**src/rtl/mbist_march_ctrl.sv**
```systemverilog
// rtl/mbist_march_ctrl.sv - March C- MBIST sequencer driving an external up/down address counter (optional diagnostics: MBIST_DIAG_EN)
module mbist_march_ctrl #(
    parameter int ADDR_W = 10,
    parameter int DATA_W = 16
) (
    input  logic              clk,
    input  logic              rst_n,
    input  logic              start,
    output logic              busy,
    output logic              done,
    output logic              fail,
    output logic              ctr_ld,
    output logic              ctr_u_d,
    output logic              ctr_cen,
    output logic [ADDR_W-1:0] ctr_d_in,
    input  logic [ADDR_W-1:0] ctr_q,
    output logic              mem_cs,
    output logic              mem_we,
    output logic [DATA_W-1:0] mem_wdata,
    input  logic [DATA_W-1:0] mem_rdata
`ifdef MBIST_DIAG_EN
    ,
    output logic [ADDR_W-1:0] fail_addr,
    output logic [2:0]        fail_elem,
    output logic [DATA_W-1:0] fail_syndrome,
    output logic [7:0]        fail_cnt
`endif
);

    typedef enum logic [2:0] {
        ST_IDLE,
        ST_LOAD,
        ST_OP,
        ST_DRAIN,
        ST_DONE
    } state_t;

    localparam logic [2:0] LAST_ELEM = 3'd5;

    state_t      state, state_d;
    logic [2:0]  elem, elem_d;
    logic        op_idx, op_idx_d;
    logic        fail_q;
    logic        cmp_valid;
    logic        cmp_exp;

    logic        elem_up;
    logic        op_is_wr;
    logic        op_bit;
    logic        op_last;
    logic        at_end;
    logic        start_acc;
    logic        rd_cycle;
    logic        miscompare;

    // Decode the current March C- element/op into direction, access type and data bit
    always_comb begin
        elem_up  = !((elem == 3'd3) || (elem == 3'd4));
        op_is_wr = 1'b0;
        op_bit   = 1'b0;
        op_last  = 1'b1;
        case (elem)
            3'd0: begin
                op_is_wr = 1'b1;
                op_bit   = 1'b0;
                op_last  = 1'b1;
            end
            3'd5: begin
                op_is_wr = 1'b0;
                op_bit   = 1'b0;
                op_last  = 1'b1;
            end
            default: begin
                // Elements 1..4 are (read v, write ~v); elements 2 and 4 read ones
                op_is_wr = op_idx;
                op_bit   = ((elem == 3'd2) || (elem == 3'd4)) ^ op_idx;
                op_last  = op_idx;
            end
        endcase
    end

    assign at_end     = elem_up ? (ctr_q == {ADDR_W{1'b1}}) : (ctr_q == {ADDR_W{1'b0}});
    assign start_acc  = start && ((state == ST_IDLE) || (state == ST_DONE));
    assign rd_cycle   = (state == ST_OP) && !op_is_wr;
    assign miscompare = cmp_valid && (mem_rdata != {DATA_W{cmp_exp}});

    assign busy = (state == ST_LOAD) || (state == ST_OP) || (state == ST_DRAIN);
    assign done = (state == ST_DONE);
    assign fail = fail_q;

    // State, element and op index registers
    always_ff @(posedge clk or negedge rst_n) begin
        if (!rst_n) begin
            state  <= ST_IDLE;
            elem   <= 3'd0;
            op_idx <= 1'b0;
        end else begin
            state  <= state_d;
            elem   <= elem_d;
            op_idx <= op_idx_d;
        end
    end

    // Next-state logic and Moore/Mealy drive of counter and SRAM strobes
    always_comb begin
        state_d   = state;
        elem_d    = elem;
        op_idx_d  = op_idx;
        ctr_ld    = 1'b0;
        ctr_cen   = 1'b0;
        ctr_u_d   = 1'b1;
        ctr_d_in  = {ADDR_W{1'b0}};
        mem_cs    = 1'b0;
        mem_we    = 1'b0;
        mem_wdata = {DATA_W{1'b0}};
        case (state)
            ST_IDLE, ST_DONE: begin
                if (start) begin
                    state_d  = ST_LOAD;
                    elem_d   = 3'd0;
                    op_idx_d = 1'b0;
                end
            end
            ST_LOAD: begin
                ctr_cen  = 1'b1;
                ctr_ld   = 1'b1;
                ctr_u_d  = elem_up;
                ctr_d_in = elem_up ? {ADDR_W{1'b0}} : {ADDR_W{1'b1}};
                op_idx_d = 1'b0;
                state_d  = ST_OP;
            end
            ST_OP: begin
                mem_cs    = 1'b1;
                mem_we    = op_is_wr;
                mem_wdata = {DATA_W{op_bit}};
                if (!op_last) begin
                    op_idx_d = 1'b1;
                end else if (!at_end) begin
                    // Step to the next address; the counter output is the SRAM address
                    ctr_cen  = 1'b1;
                    ctr_u_d  = elem_up;
                    op_idx_d = 1'b0;
                end else begin
                    // End address reached: the counter is left where it is
                    op_idx_d = 1'b0;
                    if (elem == LAST_ELEM) begin
                        state_d = ST_DRAIN;
                    end else begin
                        elem_d  = elem + 3'd1;
                        state_d = ST_LOAD;
                    end
                end
            end
            ST_DRAIN: begin
                // One extra cycle so the final read's data can be compared
                state_d = ST_DONE;
            end
            default: begin
                state_d = ST_IDLE;
            end
        endcase
    end

    // Read compare pipeline: read data returns one cycle after the read strobe
    always_ff @(posedge clk or negedge rst_n) begin
        if (!rst_n) begin
            cmp_valid <= 1'b0;
            cmp_exp   <= 1'b0;
        end else begin
            cmp_valid <= rd_cycle;
            cmp_exp   <= rd_cycle ? op_bit : 1'b0;
        end
    end

    // Sticky fail flag, cleared only by an accepted start
    always_ff @(posedge clk or negedge rst_n) begin
        if (!rst_n) begin
            fail_q <= 1'b0;
        end else if (start_acc) begin
            fail_q <= 1'b0;
        end else if (miscompare) begin
            fail_q <= 1'b1;
        end
    end

`ifdef MBIST_DIAG_EN
    logic [ADDR_W-1:0] cmp_addr;
    logic [2:0]        cmp_elem;

    // Carry the address and element of each read alongside its expected bit
    always_ff @(posedge clk or negedge rst_n) begin
        if (!rst_n) begin
            cmp_addr <= {ADDR_W{1'b0}};
            cmp_elem <= 3'd0;
        end else if (rd_cycle) begin
            cmp_addr <= ctr_q;
            cmp_elem <= elem;
        end
    end

    // Freeze details of the first miscompare and count all of them (saturating)
    always_ff @(posedge clk or negedge rst_n) begin
        if (!rst_n) begin
            fail_addr     <= {ADDR_W{1'b0}};
            fail_elem     <= 3'd0;
            fail_syndrome <= {DATA_W{1'b0}};
            fail_cnt      <= 8'd0;
        end else if (start_acc) begin
            fail_addr     <= {ADDR_W{1'b0}};
            fail_elem     <= 3'd0;
            fail_syndrome <= {DATA_W{1'b0}};
            fail_cnt      <= 8'd0;
        end else if (miscompare) begin
            if (!fail_q) begin
                fail_addr     <= cmp_addr;
                fail_elem     <= cmp_elem;
                fail_syndrome <= mem_rdata ^ {DATA_W{cmp_exp}};
            end
            if (fail_cnt != 8'hFF) begin
                fail_cnt <= fail_cnt + 8'd1;
            end
        end
    end
`endif

endmodule

```
**config.mk**
```make
export PLATFORM = sky130hd
export DESIGN_NAME = mbist_march_ctrl
export DESIGN_NICKNAME = d
export VERILOG_FILES = /design/src/rtl/mbist_march_ctrl.sv
export SDC_FILE = /design/constraint.sdc
export NUM_CORES = 1
export LEC_CHECK = 0
export BUFFER_PORTS_ARGS = -buffer_cell sky130_fd_sc_hd__buf_2
export CORE_MARGIN = 2
export CORE_UTILIZATION = 45
export DETAILED_ROUTE_END_ITERATION = 12
export GPL_TIMING_DRIVEN = 0
export HOLD_SLACK_MARGIN = 0.02
export PLACE_DENSITY = 0.85
export SLEW_MARGIN = 20
export SYNTH_ARGS = -nofsm -noshare
export SYNTH_HDL_FRONTEND = slang
export SYNTH_SLANG_ARGS = --single-unit
```
**constraint.sdc**
```tcl
create_clock -name clk -period 4.6 [get_ports clk]
set_input_delay 0.23 -clock clk [delete_from_list [all_inputs] [get_ports clk]]
set_output_delay 0.23 -clock clk [all_outputs]
set_load 0.01 [all_outputs]
```
==> flow_metrics.py, run 1 <==
metrics = {
    "clocking": {
        "hold_buffers": 1,
        "postCtsSetupRepairBufs": 0,
        "clock-sinks": 10,
        "cts.repair.resized": 0,
        "cts_buffers": 3,
        "clock_latency_ns": 0.27,
        "htreeDepth": 1,
        "path_clk_slew_ns": 0.07,
        "cts_tree": "built",
        "cts_buffer_depth": 2,
        "ctsRootBufferMaster": "clkbuf_4",
    },
    "min_path": {
        "min_from": "start",
        "hold_path.class": "primary input to register",
        "min_to": "fail$_DFFE_PN0P_",
        "hold_depth": 2,
    },
    "synth": {
        "yosys-top-cells-count": "buf_4, nand2_1, dfrtp_1, nor2_1, a21oi_1",
        "yosysSeqAreaShare_pct": 25.7,
        "synth_warnings": 0,
        "synth_flop_cell": "dfrtp_1",
        "synth.avg_cell_area_um2": 7.98,
        "synth_nets": 155,
        "synth_cell_types": 33,
        "synth_top_family_by_area": "simple AND/OR/NAND/NOR gates",
        "synth_top_area_cell": "dfrtp_1",
        "synth-xor-area-share_pct": 1.80,
        "yosysMostFrequentCell": "buf_4",
        "synth_adder_area_share_pct": 5.14,
        "synthSimpleGateAreaFrac_pct": 28.1,
        "synth_top_area_share_pct": 25.7,
        "synth_cells": 122,
        "synthArstFlopShare_pct": 100,
        "synth_area_leaders": "dfrtp_1, buf_4, ha_1",
        "synth_edf_count": 0,
        "synth_compound_area_share_pct": 16.1,
        "syn_area_um2": 973,
        "synth.mux.area_fraction_pct": 1.54,
        "ys_ff_latch": 10,
    },
    "place": {
        "placed_area_um2": 1320,
        "place_congestion": 0.783,
        "dp_cells": 211,
        "portBuffers": 62,
        "dp_hpwl_mm": 2.06,
    },
    "final_layout": {
        "stdcell_count": 216,
        "design_area_um2": 1360,
        "fillers": 177,
        "drive_gt1_share_pct": 50.3,
        "area_growth_pct": 40.1,
        "diodes": 0,
        "nNetsFinal": 223,
    },
    "outcome": {
        "status": "complete, no violations",
    },
    "power": {
        "total_leakage_power_nw": 0.798,
        "power_density_nw_per_um2": 401,
        "ir_drop_mv": 0.306,
        "finalPower_mw": 0.547,
    },
    "die": {
        "pin_count": 63,
        "start_util_pct": 48.6,
        "die_x_um": 50.5,
        "rows": 16,
        "die_h_um": 50.5,
        "dieArea_um2": 2550,
        "core_area_um2": 2000,
    },
    "detailed_routing": {
        "drt_first_pass_iters": 4,
        "via_count": 1077,
        "ant_nets": 0,
        "wl_per_cell_um": 11.3,
        "drt_iter0_markers": 17,
        "routed_wl_mm": 2.44,
        "routed_via_density": 4.99,
        "drc": 0,
    },
    "worst_setup_path": {
        "endpoint_kind": "primary output",
        "crit_chain": "inv_1 > ha_1 > mux2_4 > or4_4 > nand2_4 > o32ai_1 > nand2_1 > buf_2",
        "r2r_cells": 7,
        "critPathSlowestCell": "or4_4",
        "rr_startpoint": "elem[0]$_DFFE_PN0P_",
        "slowest_delay_ns": 0.55,
        "arrival_ns": 2.32,
        "worst_setup_path_start_kind": "register",
        "reg2reg_slack_ns": 2.48,
        "crit_type": "register to primary output",
        "worstPathRequired_ns": 4.37,
        "worstPathMaxFanout": 8,
        "r2r-end": "elem[1]$_DFFE_PN0P_",
    },
    "global_routing": {
        "grt_use_met1_pct": 21.0,
        "grt.busiest_layer": "met2",
        "gr-total-overflow": 0,
        "grt_max_degree": 17,
        "gr-usage-met2_pct": 38.8,
        "antenna_found_initial": 0,
        "use_met3_pct": 5.06,
        "first_global_vias": 969,
        "grt.total_usage_pct": 19.8,
        "grt_pass1_wl_mm": 3.96,
    },
    "timing": {
        "hold_viol": 0,
        "worst_pin_slew_ns": 0.816,
        "drv_slew": 0,
        "relSlewSlack_pct": 45.4,
        "timing.setup.tns_ns": 0,
        "fin_skew_ns": 0.00177,
        "fin_crit_sh_pct": 55.3,
        "setup_violations": 0,
        "fin_crit_ns": 2.55,
        "clock.fmax_mhz": 393,
        "rsz0062_at_grt": "false",
    },
    "run": {
        "max-cap-violations": 0,
    },
}
[cell usage in the layout (no fill, tap or decap), types with 3 or more instances in the layout]
cell and instances:
a21oi_1 8, nand2_1 11, nor2_1 10, clkbuf_1 3, buf_2 62, nand3_1 3
nand4_1 7, nand2b_1 3, o21ai_0 4, ha_1 4, inv_1 5, clkbuf_4 3
nor4_1 6, dfrtp_1 10, buf_4 24
[worst max-delay path by stage]
stage | end | startpoint
global placement | ctr_u_d | elem[0]$_DFFE_PN0P_
detailed placement | mem_wdata[11] | elem[0]$_DFFE_PN0P_
CTS | mem_wdata[11] | elem[0]$_DFFE_PN0P_
global route | mem_wdata[9] | elem[0]$_DFFE_PN0P_
floorplan | ctr_u_d | elem[0]$_DFFE_PN0P_
finish | ctr_u_d | elem[0]$_DFFE_PN0P_
[worst max-delay path, delay by kind of cell (launching register included)]
kind	cells	cell delay, ns
flip-flops	1	0.39
buffers and inverters	2	0.21
AO/OA/AOI/OAI	1	0.11
multiplexers	1	0.30
AND/OR/NAND/NOR	3	0.77
adder cells (fa/ha/maj)	1	0.26
[layout make-up]
class                           count  area [µm²]  share of cell area, %
Buffer                             27         191                   14.0
Clock buffer                        4        36.3                   2.66
Timing Repair Buffer               63         320                   23.5
Sequential cell                    10         250                   18.3
Multi-Input combinational cell     80         513                   37.6
Inverter                            5        18.8                   1.38
Tap cell                           27        33.8                   2.48
[sequential cells by signal (all words and copies together), names as in the netlist]
register / flops
cmp_exp: 1
op_idx: 1
elem: 3
state: 3
fail: 1
cmp_valid: 1
[stage by stage]
step	util [%]	hold slack, ns	setup slack [ns]
4_1_cts	68.1	0.166	2.02
3_5_place_dp	65.8	0.100	2.32
5_1_grt	68.1	0.179	1.77
3_3_place_gp	65.8	0.0981	2.38
2_1_floorplan	-	-0.0656	2.47
6_report	68.1	0.179	2.05
[kinds of logic after synthesis]
family | Yosys count
adders and majority gates | 4
muxes | 1
buffers and inverters | 32
DFF | 10
xor gates and xnor gates | 2
and+or+nand+nor | 50
AOI/OAI and AO/OA | 23
[metal layers]
| metal | share of wire [%] | up-vias | routed length, µm |
|---|---|---|---|
| li1 | - | 541 | - |
| met1 | 38 | 492 | 930 |
| met2 | 54 | 44 | 1330 |
| met3 | 7.4 | 0 | 181 |
| met4 | 0 | 0 | 0 |
| met5 | 0 | - | 0 |
[power breakdown]
part           internal (mW)  switching (mW)  leakage, nW
combinational          0.156           0.181        0.641
clock                 0.0481          0.0316       0.0210
sequential             0.110          0.0206        0.136
Power figures use the tool's default switching activity.
==> run 2, diff against run 1 <==
Settings changed: CORE_UTILIZATION 45 to 42, PLACE_DENSITY 0.85 to 0.8.
Clock period 4.6 ns to 2.5 ns, I/O delays scaled along.
==> run 2 against run 1 <==
Against the previous run: final cell count up 1.9%; sequential cell count is the same; sequential share of layout area is 0.38 points lower; largest power group unchanged; clock skew rose by 0.0031 ns; largest cell class is now buffers.
==> flow_metrics.py, run 2 (same netlist as run 1, synthesis figures left out) <==
metrics = {
    "outcome": {
        "status": "complete, no violations",
    },
    "die": {
        "die_x_um": 52.1,
        "die_h_um": 52.1,
        "pin_count": 63,
        "core_area_um2": 2210,
        "rows": 17,
        "start_util_pct": 44.0,
        "dieArea_um2": 2720,
    },
    "worst_setup_path": {
        "path_depth": 8,
        "worstPathRequired_ns": 2.38,
        "r2r-end": "elem[1]$_DFFE_PN0P_",
        "arrival_ns": 2.24,
        "slowest_delay_ns": 0.55,
        "critPathBufInv": 2,
        "reg2reg_slack_ns": 0.34,
        "endpoint_kind": "primary output",
        "worst_setup_path_start_kind": "register",
        "worstPathMaxFanout": 5,
        "rr_startpoint": "elem[0]$_DFFE_PN0P_",
        "crit_family": "simple AND/OR/NAND/NOR gates",
        "crit_chain": "inv_1 > ha_2 > mux2_4 > or4_4 > nand2_4 > o32ai_1 > nand2_1 > buf_2",
        "critPathSlowestCell": "or4_4",
        "r2r_cells": 8,
        "crit_type": "register to primary output",
    },
    "min_path": {
        "min_from": "start",
        "hold_depth": 2,
        "hold_path.class": "primary input to register",
        "min_to": "fail$_DFFE_PN0P_",
    },
    "clocking": {
        "cts_buffers": 3,
        "cts_tree": "built",
        "htreeDepth": 1,
        "path_clk_slew_ns": 0.07,
        "ctsRootBufferMaster": "clkbuf_4",
        "cts_buffer_depth": 2,
        "clock-sinks": 10,
        "clock_latency_ns": 0.27,
    },
    "timing": {
        "fin_skew_ns": 0.00487,
        "hold_viol": 0,
        "fin_crit_sh_pct": 94.6,
        "worst_pin_slew_ns": 0.520,
        "rsz0062_at_grt": "false",
        "fin_crit_ns": 2.36,
        "clock.fmax_mhz": 423,
        "timing.setup.tns_ns": 0,
        "setup_violations": 0,
        "drv_slew": 0,
        "relSlewSlack_pct": 65.3,
    },
    "detailed_routing": {
        "routed.top_layer": "met4",
        "wl_met3_um": 193,
        "drt_iter0_markers": 16,
        "routed_wl_mm": 2.32,
        "ant_nets": 0,
        "wl_met2_mm": 1.17,
        "drt_first_pass_iters": 4,
        "drc": 0,
        "routed_via_density": 4.90,
        "wl_per_cell_um": 10.5,
        "via_count": 1078,
        "wirelength_met1_um": 941,
    },
    "final_layout": {
        "mostFrequentLayoutCells": "buf_2, buf_4, nand2_1, dfrtp_1, nor2_1",
        "nNetsFinal": 226,
        "diodes": 0,
        "area_growth_pct": 43.1,
        "final_common_cell": "buf_2",
        "drive_gt1_share_pct": 52.1,
        "largestRegisters": "elem: 3 flops, state: 3 flops",
        "design_area_um2": 1390,
    },
    "global_routing": {
        "grt_pass1_wl_mm": 3.46,
        "first_global_vias": 913,
        "antenna_found_initial": 0,
        "gr-total-overflow": 0,
        "grt.total_usage_pct": 16.9,
        "grt_max_degree": 17,
    },
    "place": {
        "place_congestion": 0.778,
        "placed_area_um2": 1320,
        "portBuffers": 62,
        "dp_hpwl_mm": 1.89,
    },
    "power": {
        "total_leakage_power_nw": 0.813,
        "power_density_nw_per_um2": 715,
        "finalPower_mw": 0.996,
        "ir_drop_mv": 0.490,
    },
    "run": {
        "max-cap-violations": 0,
    },
}
[run 2: how the worst max path moves through the flow]
stage | start | endpoint | slack, ns
final | elem[0]$_DFFE_PN0P_ | ctr_u_d | 0.14
after global placement | elem[0]$_DFFE_PN0P_ | ctr_u_d | 0.36
after detailed placement | elem[0]$_DFFE_PN0P_ | mem_wdata[4] | 0.32
after floorplan | elem[0]$_DFFE_PN0P_ | ctr_u_d | 0.48
after CTS | elem[0]$_DFFE_PN0P_ | mem_wdata[4] | 0.02
after global routing | elem[0]$_DFFE_PN0P_ | ctr_u_d | 0.008
[run 2: repair_timing]
item	in CTS	in global routing
gates resized for setup	0	2
setup endpoints to repair	0	18
hold buffers	1	0
endpoints found under the hold margin	10	0
buffers inserted	0	3
[run 2: metal layers]
layer  global-route usage [%]  up-vias
met5                        0        -
met4                     4.70        0
met3                     5.46        4
met2                     31.9       49
met1                     17.6      477
li1                         -      548
[run 2: where the power goes]
group | switching, mW | internal, mW | total [mW] | leakage, nW
Clock | 0.0577 | 0.0885 | 0.146 | 0.0210
Combinational | 0.326 | 0.286 | 0.612 | 0.656
Sequential | 0.0349 | 0.203 | 0.238 | 0.136
[run 2: stage by stage]
stage | setup WS (ns) | hold slack (ns) | std cells | util [%]
floorplan | 0.479 | -0.171 | 122 | -
global placement | 0.364 | -0.00574 | 212 | 59.6
detailed placement | 0.320 | -0.00232 | 212 | 59.6
CTS | 0.0178 | 0.0608 | 217 | 61.7
global route | 0.00831 | 0.0717 | 220 | 63.0
finish | 0.136 | 0.0747 | 220 | 63.0
[run 2: area by class of cell]
cell class                 count  area [µm²]
buffer                        27         191
sequential                    10         250
timing repair buffer          66         343
multi-input combinational     80         518
inverter                       5        18.8
tap                           28        35.0
clock buffer                   4        36.3
fill                         210         820
==> run 3, diff against run 2 <==
Settings changed: CORE_ASPECT_RATIO from default to 0.9, CORE_UTILIZATION 42 to 45, PLACE_DENSITY 0.8 to 0.85.
Clock period 2.5 ns to 2.83 ns, I/O delays scaled along.
==> run 3 against run 2 <==
Against the previous run: power is 10% lower; sequential power is 9.7% lower; sequential share of layout area is 0.41 points higher; critical endpoint is now mem_wdata[12]; clock power is 10% lower; combinational power is 10% lower; setup slack better by 0.14 ns; routed wire length is 7.9% higher; largest power group unchanged; largest cell class is now multi-input combinational cells; utilization is 6.1 points higher; sequential cell count stayed put.
==> flow_metrics.py, run 3 (same netlist as run 1, synthesis figures left out) <==
metrics = {
    "die": {
        "die_h_um": 48.1,
        "rows": 15,
        "die_x_um": 53.0,
        "pin_count": 63,
        "core_area_um2": 1970,
        "dieArea_um2": 2550,
        "start_util_pct": 49.4,
    },
    "outcome": {
        "status": "complete, no violations",
    },
    "power": {
        "power_frac_clock_pct": 14.6,
        "swShare_pct": 43.0,
        "combPwrFrac_pct": 61.4,
        "p_seq_share_pct": 24.0,
        "power_density_nw_per_um2": 658,
        "ir_drop_mv": 0.616,
        "intPower_mw": 0.511,
        "switchingPower_mw": 0.386,
        "total_leakage_power_nw": 0.798,
    },
    "final_layout": {
        "utilization_pct": 69.1,
        "area_growth_pct": 39.8,
        "fillers": 170,
        "nNetsFinal": 223,
        "largestRegisters": "elem: 3 flops, state: 3 flops",
        "final_common_cell": "buf_2",
        "diodes": 0,
        "drive_gt1_share_pct": 50.3,
        "mostFrequentLayoutCells": "buf_2, buf_4, nand2_1, nor2_1, dfrtp_1",
        "design_area_um2": 1360,
    },
    "min_path": {
        "hold_depth": 2,
        "hold_path.class": "primary input to register",
        "min_to": "fail$_DFFE_PN0P_",
        "min_from": "start",
    },
    "timing": {
        "fin_skew_ns": 0.00262,
        "fin_crit_sh_pct": 90.1,
        "drv_slew": 0,
        "relSlewSlack_pct": 40.2,
        "clock.fmax_mhz": 392,
        "rsz0062_at_grt": "false",
        "setup_violations": 0,
        "worst_pin_slew_ns": 0.894,
        "fin_crit_ns": 2.55,
        "timing.setup.tns_ns": 0,
        "hold_viol": 0,
    },
    "detailed_routing": {
        "routed_wl_mm": 2.50,
        "wl_per_cell_um": 11.7,
        "drt_iter0_markers": 29,
        "drc": 0,
        "ant_nets": 0,
        "via_count": 1094,
        "routed_via_density": 5.11,
        "drt_first_pass_iters": 4,
    },
    "clocking": {
        "cts_tree": "built",
        "htreeDepth": 1,
        "clock_latency_ns": 0.27,
        "clock-sinks": 10,
        "path_clk_slew_ns": 0.07,
        "postCtsSetupRepairBufs": 0,
        "cts_buffer_depth": 2,
        "ctsRootBufferMaster": "clkbuf_4",
        "cts_buffers": 3,
    },
    "worst_setup_path": {
        "worst_setup_path_start_kind": "register",
        "r2r_cells": 7,
        "reg2reg_slack_ns": 0.70,
        "worstPathRequired_ns": 2.69,
        "worstPathMaxFanout": 16,
        "rr_startpoint": "elem[0]$_DFFE_PN0P_",
        "endpoint_kind": "primary output",
        "arrival_ns": 2.41,
        "crit_type": "register to primary output",
        "r2r-end": "elem[1]$_DFFE_PN0P_",
    },
    "global_routing": {
        "grt_max_degree": 17,
        "gr-total-overflow": 0,
        "grt.total_usage_pct": 20.0,
        "first_global_vias": 882,
        "antenna_found_initial": 0,
        "grt_pass1_wl_mm": 3.65,
    },
    "place": {
        "dp_hpwl_mm": 2.01,
        "portBuffers": 62,
        "placed_area_um2": 1320,
        "place_congestion": 0.844,
    },
    "run": {
        "max-cap-violations": 0,
    },
}
## run 3: cell types whose count changed in the layout (fill, tap and decap cells not counted)
cell | before | now
ha_1 | 3 | 4
nor2_2 | 1 | 0
buf_4 | 27 | 24
ha_2 | 1 | 0
nor2_1 | 9 | 10
## run 3: worst max path at each step
stage / end / slack [ns] / start
final: mem_wdata[12] / 0.28 / elem[0]$_DFFE_PN0P_
after global routing: mem_wdata[12] / 0.09 / state[2]$_DFFE_PN0P_
after CTS: mem_wdata[12] / 0.30 / elem[0]$_DFFE_PN0P_
after detailed placement: mem_wdata[12] / 0.60 / elem[0]$_DFFE_PN0P_
after global placement: ctr_u_d / 0.70 / elem[0]$_DFFE_PN0P_
after floorplan: ctr_u_d / 0.79 / elem[0]$_DFFE_PN0P_
## run 3: routing by layer
| layer | vias up | wire length (µm) | global-route usage, % |
|---|---|---|---|
| met1 | 498 | 984 | 21.2 |
| li1 | 547 | - | - |
| met3 | 2 | 241 | 6.13 |
| met5 | - | 0 | 0 |
| met4 | 0 | 9 | 4.62 |
| met2 | 47 | 1260 | 39.8 |
## run 3: critical path, cell delays in order (launching register included)
cell and delay (ns):
dfrtp_1 0.41, inv_1 0.11, ha_1 0.28, xor2_1 0.19, a22oi_1 0.08, nor2_1 0.69, buf_4 0.23, buf_2 0.13
## run 3: per-stage QoR
step	setup slack [ns]	power [mW]	std cells	hold slack (ns)
final	0.279	0.896	214	0.0840
after global routing	0.0889	0.972	214	0.0823
after CTS	0.299	0.895	214	0.0809
after detailed placement	0.600	0.759	209	0.0137
after global placement	0.697	0.736	209	0.0102
after floorplan	0.793	0.580	122	-0.154
## run 3: final cells by class
class	instances	area [µm²]	share of cell area, %
repair buffers	63	320	23.5
clock buffers	4	36.3	2.67
flip-flops and latches	10	250	18.4
plain buffers	27	191	14.1
multi-input cells	80	513	37.7
inverters	5	18.8	1.38
well taps	25	31.3	2.30
## run 3: what timing repair did
action | CTS | global route
setup endpoints to repair | 0 | 0
hold endpoints to repair | 10 | 0
hold buffers | 1 | 0
gates resized for setup | 0 | 0
## run 3: power groups by stage
stage	combinational, mW	sequential (mW)	clock [mW]
floorplan	0.369	0.211	0
global placement	0.524	0.212	0
detailed placement	0.544	0.215	0
CTS	0.550	0.213	0.133
global route	0.606	0.221	0.146
finish	0.550	0.215	0.131
